File: src/rtl/add_sched_pkg.sv
// Shared types and constants for the round-robin adder scheduler.
// Latency: none (declarations and pure functions only).
// Backpressure: not applicable.
package add_sched_pkg;

  // Operand width of the shared registered adder.
  localparam int W = 16;

  // Default requester-ID width (four requesters).
  localparam int IDW_DEFAULT = 2;

  // Scheduler control states.
  typedef enum logic [1:0] {
    IDLE = 2'd0,
    LOAD = 2'd1,
    RESP = 2'd2
  } state_t;

  // Number of requesters for a given ID width.
  function automatic int nreq_of(input int idw);
    return 1 << idw;
  endfunction

  // Unsigned carry-out recovered from the wrapped sum: wrap happened iff sum < a.
  function automatic logic carry_of(input logic [W-1:0] a, input logic [W-1:0] sum);
    return (sum < a);
  endfunction

  // Two's-complement overflow: operands agree in sign, result sign differs.
  function automatic logic ovf_of(input logic [W-1:0] a, input logic [W-1:0] b,
                                  input logic [W-1:0] sum);
    return (a[W-1] == b[W-1]) && (sum[W-1] != a[W-1]);
  endfunction

endpackage

File: src/rtl/add_sched_if.sv
// Request and response channels between the issuing units and the scheduler.
// Latency: none (wires only).
// Backpressure: req channel granted by req_ready, rsp channel held by rsp_ready.
interface add_sched_if #(
  parameter int IDW = add_sched_pkg::IDW_DEFAULT,
  parameter int W   = add_sched_pkg::W
);
  import add_sched_pkg::*;

  localparam int NREQ = nreq_of(IDW);

  // Request side: one operand pair slot per requester, packed by index.
  logic [NREQ-1:0]   req_valid;
  logic [NREQ*W-1:0] req_a;
  logic [NREQ*W-1:0] req_b;
  logic [NREQ-1:0]   req_ready;

  // Response side: tagged sum with flags.
  logic              rsp_valid;
  logic              rsp_ready;
  logic [IDW-1:0]    rsp_id;
  logic [W-1:0]      rsp_sum;
  logic              rsp_carry;
  logic              rsp_ovf;

  // Requesters and the result consumer.
  modport master (
    output req_valid, req_a, req_b, rsp_ready,
    input  req_ready, rsp_valid, rsp_id, rsp_sum, rsp_carry, rsp_ovf
  );

  // The scheduler.
  modport slave (
    input  req_valid, req_a, req_b, rsp_ready,
    output req_ready, rsp_valid, rsp_id, rsp_sum, rsp_carry, rsp_ovf
  );

endinterface

File: src/rtl/add_sched_rr_pick.sv
// Round-robin picker: first valid request searching upward from last+1, wrapping.
// Latency: purely combinational.
// Backpressure: none; the caller decides when the pick is presented as a grant.
module rr_pick #(
  parameter int IDW = add_sched_pkg::IDW_DEFAULT
) (
  input  logic [(1<<IDW)-1:0] req,
  input  logic [IDW-1:0]      last,
  output logic [(1<<IDW)-1:0] gnt,
  output logic [IDW-1:0]      gnt_id,
  output logic                gnt_any
);
  import add_sched_pkg::*;

  localparam int NREQ = nreq_of(IDW);

  logic [IDW-1:0] idx;

  // Walk NREQ slots starting just after the last grant; the wrap falls out of IDW-bit addition.
  always_comb begin
    gnt_any = 1'b0;
    gnt_id  = '0;
    idx     = '0;
    for (int i = 1; i <= NREQ; i++) begin
      idx = last + IDW'(i);
      if (!gnt_any && req[idx]) begin
        gnt_any = 1'b1;
        gnt_id  = idx;
      end
    end
    gnt = gnt_any ? (NREQ'(1) << gnt_id) : '0;
  end

endmodule

File: src/rtl/add_sched.sv
// Round-robin scheduler sharing one registered adder among NREQ requesters.
// Latency: result valid two cycles after the accepting edge; one result per two cycles at best.
// Backpressure: rsp_ready low holds the result and blocks new grants; requests wait in place.
module add_sched #(
  parameter int IDW = add_sched_pkg::IDW_DEFAULT,
  parameter int W   = add_sched_pkg::W
) (
  input  logic         CLK,
  input  logic         RST,
  add_sched_if.slave   bus,
  output logic [W-1:0] add_a,
  output logic [W-1:0] add_b,
  input  logic [W-1:0] add_r,
  output logic         busy
);
  import add_sched_pkg::*;

  localparam int NREQ = nreq_of(IDW);

  state_t          state_q;
  state_t          state_d;
  logic [IDW-1:0]  last_q;
  logic [IDW-1:0]  id_q;
  logic [W-1:0]    op_a_q;
  logic [W-1:0]    op_b_q;

  logic [NREQ-1:0] pick_gnt;
  logic [IDW-1:0]  pick_id;
  logic            pick_any;
  logic            pick_en;
  logic            xfer;
  logic [W-1:0]    sel_a;
  logic [W-1:0]    sel_b;

  rr_pick #(.IDW(IDW)) u_pick (
    .req     (bus.req_valid),
    .last    (last_q),
    .gnt     (pick_gnt),
    .gnt_id  (pick_id),
    .gnt_any (pick_any)
  );

  // Grant window: idle, or a response being consumed this cycle; never while reset is asserted.
  always_comb begin
    pick_en = 1'b0;
    case (state_q)
      IDLE:    pick_en = 1'b1;
      RESP:    pick_en = bus.rsp_ready;
      default: pick_en = 1'b0;
    endcase
    if (RST) begin
      pick_en = 1'b0;
    end
    bus.req_ready = pick_en ? pick_gnt : '0;
    xfer          = pick_en && pick_any;
  end

  // Steer the granted requester's operand pair toward the holding registers.
  always_comb begin
    sel_a = '0;
    sel_b = '0;
    for (int i = 0; i < NREQ; i++) begin
      if (pick_id == IDW'(i)) begin
        sel_a = bus.req_a[i*W +: W];
        sel_b = bus.req_b[i*W +: W];
      end
    end
  end

  // Next-state logic; a consumed response can chain straight into the next load.
  always_comb begin
    state_d = state_q;
    case (state_q)
      IDLE: begin
        if (xfer) begin
          state_d = LOAD;
        end
      end
      LOAD: begin
        state_d = RESP;
      end
      RESP: begin
        if (bus.rsp_ready) begin
          state_d = xfer ? LOAD : IDLE;
        end
      end
      default: begin
        state_d = IDLE;
      end
    endcase
  end

  // State, priority pointer and operand holding registers; operands change only on a transfer.
  always_ff @(posedge CLK) begin
    if (RST) begin
      state_q <= IDLE;
      last_q  <= IDW'(NREQ - 1);
      id_q    <= '0;
      op_a_q  <= '0;
      op_b_q  <= '0;
    end else begin
      state_q <= state_d;
      if (xfer) begin
        op_a_q <= sel_a;
        op_b_q <= sel_b;
        id_q   <= pick_id;
        last_q <= pick_id;
      end
    end
  end

  // The adder always sees the held operands, so a stalled response keeps recomputing the same sum.
  always_comb begin
    add_a         = op_a_q;
    add_b         = op_b_q;
    busy          = (state_q != IDLE);
    bus.rsp_valid = (state_q == RESP);
    bus.rsp_id    = id_q;
    bus.rsp_sum   = add_r;
    bus.rsp_carry = carry_of(op_a_q, add_r);
    bus.rsp_ovf   = ovf_of(op_a_q, op_b_q, add_r);
  end

  // At most one requester is granted in any cycle.
  a_grant_onehot: assert property (@(posedge CLK) disable iff (RST) $onehot0(bus.req_ready));

  // LOAD lasts exactly one cycle.
  a_load_one_cycle: assert property (@(posedge CLK) disable iff (RST)
    (state_q == LOAD) |=> (state_q == RESP));

  // A stalled response keeps its tag and operands.
  a_rsp_hold: assert property (@(posedge CLK) disable iff (RST)
    (bus.rsp_valid && !bus.rsp_ready) |=> (bus.rsp_valid && $stable(bus.rsp_id)
                                           && $stable(op_a_q) && $stable(op_b_q)));

endmodule

File: src/flat_wrapper.sv
// flat-port wrapper written by rule: the top's interface ports become plain ports
module add_sched_flat import add_sched_pkg::*;
#(
  parameter int IDW = add_sched_pkg::IDW_DEFAULT,
  parameter int W   = add_sched_pkg::W
)
  (CLK, RST, add_a, add_b, add_r, busy, bus_req_valid, bus_req_a, bus_req_b, bus_rsp_ready, bus_req_ready, bus_rsp_valid, bus_rsp_id, bus_rsp_sum, bus_rsp_carry, bus_rsp_ovf);
  add_sched_if #(.IDW(IDW), .W(W)) bus_i ();
  input  logic CLK;
  input  logic RST;
  output logic [W-1:0] add_a;
  output logic [W-1:0] add_b;
  input  logic [W-1:0] add_r;
  output logic busy;
  input wire logic [$bits(bus_i.req_valid)-1:0] bus_req_valid;
  input wire logic [$bits(bus_i.req_a)-1:0] bus_req_a;
  input wire logic [$bits(bus_i.req_b)-1:0] bus_req_b;
  input wire logic [$bits(bus_i.rsp_ready)-1:0] bus_rsp_ready;
  output wire logic [$bits(bus_i.req_ready)-1:0] bus_req_ready;
  output wire logic [$bits(bus_i.rsp_valid)-1:0] bus_rsp_valid;
  output wire logic [$bits(bus_i.rsp_id)-1:0] bus_rsp_id;
  output wire logic [$bits(bus_i.rsp_sum)-1:0] bus_rsp_sum;
  output wire logic [$bits(bus_i.rsp_carry)-1:0] bus_rsp_carry;
  output wire logic [$bits(bus_i.rsp_ovf)-1:0] bus_rsp_ovf;
  assign bus_i.req_valid = bus_req_valid;
  assign bus_i.req_a = bus_req_a;
  assign bus_i.req_b = bus_req_b;
  assign bus_i.rsp_ready = bus_rsp_ready;
  assign bus_req_ready = bus_i.req_ready;
  assign bus_rsp_valid = bus_i.rsp_valid;
  assign bus_rsp_id = bus_i.rsp_id;
  assign bus_rsp_sum = bus_i.rsp_sum;
  assign bus_rsp_carry = bus_i.rsp_carry;
  assign bus_rsp_ovf = bus_i.rsp_ovf;
  add_sched #(.IDW(IDW), .W(W)) u_core (.CLK(CLK), .RST(RST), .bus(bus_i), .add_a(add_a), .add_b(add_b), .add_r(add_r), .busy(busy));
endmodule
File: config.mk
export PLATFORM = sky130hd
export DESIGN_NAME = add_sched_flat
export DESIGN_NICKNAME = d
export VERILOG_FILES = /design/src/rtl/add_sched_pkg.sv /design/src/rtl/add_sched_if.sv /design/src/rtl/add_sched_rr_pick.sv /design/src/rtl/add_sched.sv /design/src/flat_wrapper.sv
export SDC_FILE = /design/constraint.sdc
export NUM_CORES = 1
export LEC_CHECK = 0
export ABC_AREA = 1
export CAP_MARGIN = 20
export CORE_ASPECT_RATIO = 0.6
export CORE_MARGIN = 2
export CORE_UTILIZATION = 38
export DETAILED_ROUTE_END_ITERATION = 7
export HOLD_SLACK_MARGIN = 0.03
export PLACE_DENSITY = 0.87
export SLEW_MARGIN = 20
export SYNTH_ARGS = -nofsm -noshare
export SYNTH_HDL_FRONTEND = slang
export SYNTH_HIERARCHICAL = 1
export SYNTH_SLANG_ARGS = --single-unit
File: constraint.sdc
create_clock -name CLK -period 3.8 [get_ports CLK]
set_input_delay 1.14 -clock CLK [delete_from_list [all_inputs] [get_ports CLK]]
set_output_delay 1.14 -clock CLK [all_outputs]
set_load 0.1 [all_outputs]
After elaboration in Yosys (flattened, before gate mapping)
Cells that the tools add are included.

storage, ports and cells
  flip-flop bits (word level) = 38
  bits of input ports = 151
  word-level logic and storage cells = 67

operators by class
  add/sub/neg operators = 3
  magnitude comparators = 5
  eq/ne operators = 9
  shift operators = 1
  mux-type cells = 32
  reductions and logical operators = 12

operators by type and width
  cell                   count
  $mux W16               8
  $lt A16 B16 Y1         1
  $lt A2 B3 Y1 const B   4
  $mux W2                6
  $mux W1                10
  $bmux W1 S2            4
  $mux W4                2
  $eq A2 B2 Y1 const B   3
  $pmux W2 S3            1
  $logic_and A1 B1 Y1    5
  $add A2 B2 Y2 const B  2
  $eq A2 B1 Y1 const B   2
  $logic_not A2 Y1       2
  $shl A1 B2 Y4 const A  1
  $logic_not A1 Y1       3
  $add A2 B1 Y2 const B  1
  $ne A2 B1 Y1 const B   1
  $ne A2 B2 Y1 const B   1
  $pmux W1 S2            1
  $reduce_and A2 Y1      1
  $reduce_bool A2 Y1     1
  $eq A1 B1 Y1           1
  $ne A1 B1 Y1           1

Longest topological paths before layout
  word-level depth = 18
  gate-level depth with buffers = 18
  depth with buffers taken out = 16

By module
The synthesis kept the hierarchy.

by module, submodules not included
  module     times used  cells each  area an instance (µm²)  sequential area each (µm²)
  add_sched  1           404         2,583.7                 760.7
  rr_pick    1           62          336.6                   0.0

Worst setup path after synthesis
Ideal clock, no wire load.

  path type = in2out
  start point = input port bus_req_valid[3]
  end point = output port bus_req_ready[3]
  arrival time = 3.274 ns
  required time = 2.660 ns
  path slack = -0.614 ns
  stages = 13
  path buffers = 0
  cell sequence = inv_1 nand2_1 nand3_1 nand2_2 nor2_4 nand2_1 nand2_1 inv_1 nand2_2 inv_2 nor2_2 inv_1 nor2_1

between the ends
  cells in the longest elaborated chain, start to end = 15

ends and longest elaborated chain
  item                           RTL line                 text
  start: declaration             flat_wrapper.sv:15       input wire logic [$bits(bus_i.req_valid)-1:0] bus_req_valid;
  $bmux W1 S2                    add_sched_rr_pick.sv:26  if (!gnt_any && req[idx]) begin
  $mux W1 (implied by the code)  add_sched_rr_pick.sv:26
  $mux W1                        add_sched_rr_pick.sv:26
  $logic_not A1 Y1               add_sched_rr_pick.sv:26
  $logic_and A1 B1 Y1            add_sched_rr_pick.sv:26
  $mux W1                        add_sched_rr_pick.sv:26
  $logic_not A1 Y1               add_sched_rr_pick.sv:26
  $logic_and A1 B1 Y1            add_sched_rr_pick.sv:26
  $mux W1                        add_sched_rr_pick.sv:26
  $logic_not A1 Y1               add_sched_rr_pick.sv:26
  $logic_and A1 B1 Y1            add_sched_rr_pick.sv:26
  $mux W2 *                      add_sched_rr_pick.sv:26
  named net u_core.pick_id[1]    add_sched.sv:28          logic [IDW-1:0] pick_id;
  $shl A1 B2 Y4 *                add_sched_rr_pick.sv:31  gnt = gnt_any ? (NREQ'(1) << gnt_id) : '0;
  $mux W4 *                      add_sched_rr_pick.sv:31
  named net u_core.pick_gnt[3]   add_sched.sv:27          logic [NREQ-1:0] pick_gnt;
  $mux W4 *                      add_sched.sv:54          bus.req_ready = pick_en ? pick_gnt : '0;
  end: declaration               flat_wrapper.sv:19       output wire logic [$bits(bus_i.req_ready)-1:0] bus_req_ready;

The timed path passes the listed nets; every way through them passes the cells marked *. The select of a mux whose other input is x is not followed.

Worst setup path in the final report
  start point = input port add_r[15]
  end point = output port bus_rsp_carry

between the ends
  cells in the longest elaborated chain, start to end = 1

ends and longest elaborated chain
  item                RTL line             text
  start: declaration  flat_wrapper.sv:13   input logic [W-1:0] add_r;
  $lt A16 B16 Y1      add_sched_pkg.sv:26  return (sum < a);
  end: declaration    flat_wrapper.sv:23   output wire logic [$bits(bus_i.rsp_carry)-1:0] bus_rsp_carry;

Every way passes these cells.

==> out/results.tsv <==
stage	metric	value	unit
floorplanning	die span in x	117.2	um
final_layout	nets@finish	841	
floorplanning	Die Y	71.91	um
sta	Worst-Margin Slew	486.7	ps
pwr	NetSw	3.515	mW
outcome	status	finished, final reports clean	
final_layout	ANT cells	0	
pwr	Logic pwr share	0.818	
pwr	Net Sw Frac	0.6000	
sta	Total Negative Setup Slacks	0	ps
worst_hold_path	Hold Path Sink	u_core/state_q[1]	
placed_design	Placement Cell Area	5278	um^2
critical_path	reg2reg setup slack	1100	ps
worst_hold_path	worst hold path class	reg2reg	
route	vias per std cell	5.026	
final_layout	layout cells sized above 1	0.2385	
clock_tree	CTS tree	yes	
sta	final setup fails	0	
synth	main combinational cell family by area after synthesis	simple AND/OR/NAND/NOR gates	
global_routing	initial antenna violation count	0	
synth	Mean Syn Cell Area	6.267	um^2
floorplanning	# rows	24	
sta	Rel. slew slack	0.6752	
sta	Hold WS	463.9	ps
route	1st-pass router iterations	4	
sta	highest clock rate	264.7	MHz
clock_tree	maximum buffer depth of the clock tree	2	
pwr	Max IR drop VDD	696.1	uV
pwr	Int Power	2.343	mW
critical_path	slowest stage cell, crit path	clkdlybuf4s50_1	
clock_tree	clock latency on the worst-skew pair	270	ps
floorplanning	I/O pin total	209	
final_layout	leading cell type in the layout, fill and taps excluded	clkdlybuf4s50_1	
synth	Post-synth top flop	dfxtp_1	
sta	clock skew	3.911	ps
synth	mux contribution to synthesized area	0	
synth	Post-Synth XOR/XNOR Area	0.002999	
synth	Synth Area in Compound Gates	0.1311	
synth	Syn Nets	632	
critical_path	Critical Path RT	2660	ps
route	post-route antenna net violation count	0	
synth	Cell variety after synth	26	
synth	adder-cell share of the synthesized area	0.06427	
pwr	Clock Power Share	0.065	
clock_tree	Clk pin slew, worst setup/hold paths	50	ps
clock_tree	CTS sink count	38	
synth	Yosys Warn Count	6	
synth	FF+latch count, synth	38	
placed_design	GP Congestion	0.9404	
route	vias post-DR	3915	
global_routing	total congestion overflow	0	
pwr	P_leak	2.573	nW
critical_path	r2r worst-path depth	15	
final_layout	Fillers	547	
worst_hold_path	worst hold path depth	1	
critical_path	Startpoint Class	input pin	
global_routing	first-pass GRT wire length	17.20	mm
clock_tree	Root Buffer	clkbuf_16	
synth	Syn Inst Count	466	
clock_tree	H-tree depth	2	
route	DRC errors left	0	
route	wire per inst	14.90	um
synth	FFs w/ async S/R, synth	0	
synth	Synth Area in Simple Gates	0.3967	
final_layout	Layout area overhead	92.29	%
critical_path	Worst Setup End Kind	output pin	
placed_design	HPWL Detailed	9.050	mm
floorplanning	Core Area	7357	um^2
synth	EDFF count, synth	0	
sta	Tcrit/Tclk final	0.9942	
worst_hold_path	worst hold start	u_core/state_q[1]	
sta	Final Hold Fails	0	
route	DRT Wirelength	11.61	mm
global_routing	largest net degree at the start of global routing	35	
pwr	Pwr per Cell Area	1043	nW/um^2
critical_path	worst-path cell chain	clkdlybuf4s50_1 -> ha_4 -> nand4_1 -> inv_1 -> nand2_2 -> nand3_2 -> a21oi_4 -> buf_12	
global_routing	vias in the first global route	3816	
final_layout	most frequent cells in the layout	134 x clkdlybuf4s50_1, 133 x nand2_1, 69 x nand3_1	
global_routing	all-layer global routing usage	0.2573	
job	Max-Cap Viols	0	
synth	Post-Syn Area	2920	um^2
pwr	sequential share of power	0.117	
final_layout	design area	5615	um^2
critical_path	RR Endpoint	u_core/add_a[12]	
sta	Tmin final	3778	ps
critical_path	Max Fanout on Critical Path	3	
critical_path	max incr delay on CP	530	ps
synth	sequential element share of the synthesized area	0.2605	
clock_tree	hold_buf cts	0	
clock_tree	CTS buffer count	5	
sta	Final Max Tran Viols	0	
pwr	total power	5.858	mW
critical_path	Crit Path Class	in2out	
placed_design	I/O Buffers	208	
critical_path	r2r startpoint	u_core/last_q[0]	
critical_path	WP data arrival	2640	ps
floorplanning	initial core utilization	0.3969	
floorplanning	die area	8425	um^2
route	DRT iter0 DRCs	164	
-- per-layer routing --
metal | global-route usage | share of wire | wire length [um] | vias to the layer above
met5 | 0 | 0 | 0 | -
met4 | 0.05229 | 0.014 | 157 | 0
met3 | 0.06934 | 0.099 | 1148 | 18
met2 | 0.4636 | 0.49 | 5643 | 188
met1 | 0.3094 | 0.40 | 4656 | 1786
li1 | - | - | - | 1923
-- worst max-delay path by stage --
stage | to | depth (start not counted) | start | slack, ps
2_1_floorplan | bus_req_ready[3] | 13 | bus_req_valid[3] | 130
3_3_place_gp | bus_req_ready[3] | 15 | bus_req_valid[3] | -140
3_5_place_dp | bus_req_ready[1] | 13 | bus_req_valid[3] | -220
4_1_cts | bus_rsp_carry | 8 | add_r[13] | 1
5_1_grt | bus_rsp_carry | 8 | add_r[15] | -10
6_report | bus_rsp_carry | 8 | add_r[15] | 20
-- worst max-delay path, delay by kind of cell --
kind                       cells  cell delay, ps
AOI/OAI and AO/OA              1             170
adders and majority gates      1             230
and+or+nand+nor                3             290
buffers and inverters          3             800
-- cell usage after synthesis, drive strengths merged, types with 2 or more instances --
cell type  number  area share
nor2           20       0.036
nand4           5       0.011
nand2         153        0.21
dfxtp          38        0.26
a21oi          40       0.069
clkbuf          4      0.0051
nand3          74        0.13
nor3            2      0.0034
ha             15       0.064
o21ai          35       0.060
buf            35       0.084
inv            42       0.056
-- area by class of cell --
class | count | area, um^2 | share of cell area
Multi-Input combinational cell | 347 | 1913 | 0.3407
Timing Repair Buffer | 241 | 2514 | 0.4476
Sequential cell | 38 | 760.7 | 0.1355
Clock buffer | 5 | 125.1 | 0.02228
Clock inverter | 2 | 10.01 | 0.001783
Tap cell | 104 | 130.1 | 0.02317
Inverter | 42 | 162.7 | 0.02897
-- kinds of logic (layout without fill, tap and decap cells) --
family                     count (synthesis)  count (layout)
and+or+nand+nor                          255             255
xor gates and xnor gates                   1               1
AOI/OAI and AO/OA                         76              76
DFF                                       38              38
adders and majority gates                 15              15
buffers and inverters                     81             290
-- repair_timing --
item	CTS	global route
setup endpoints to repair	5	5
gates resized for setup	19	33
gates cloned	0	0
buffers inserted	2	7
hold endpoints to repair	0	0
pin swaps	20	19
-- power by group through the flow --
| stage | Clock [mW] | Sequential [mW] | Combinational, mW |
|---|---|---|---|
| global placement | 0 | 0.678 | 4.45 |
| global route | 0.417 | 0.705 | 5.15 |
| finish | 0.381 | 0.687 | 4.79 |
| CTS | 0.393 | 0.682 | 4.64 |
| detailed placement | 0 | 0.688 | 4.58 |
| floorplan | 0 | 1.52 | 2.49 |
-- per-stage QoR --
stage	worst slack, ps	std cells	utilization
after floorplan	131.4	466	-
after global placement	-135.2	763	0.7173
after detailed placement	-217.7	763	0.7173
after CTS	0.9919	772	0.7449
after global routing	-14.95	779	0.7633
final	21.87	779	0.7633
-- registers in the layout, indices dropped and copies added (netlist names) --
| signal | cells |
|---|---|
| u_core/state_q | 2 |
| u_core/add_b | 16 |
| u_core/last_q | 2 |
| u_core/bus.rsp_id | 2 |
| u_core/add_a | 16 |
Note: power is estimated with default switching activity, not from simulation.
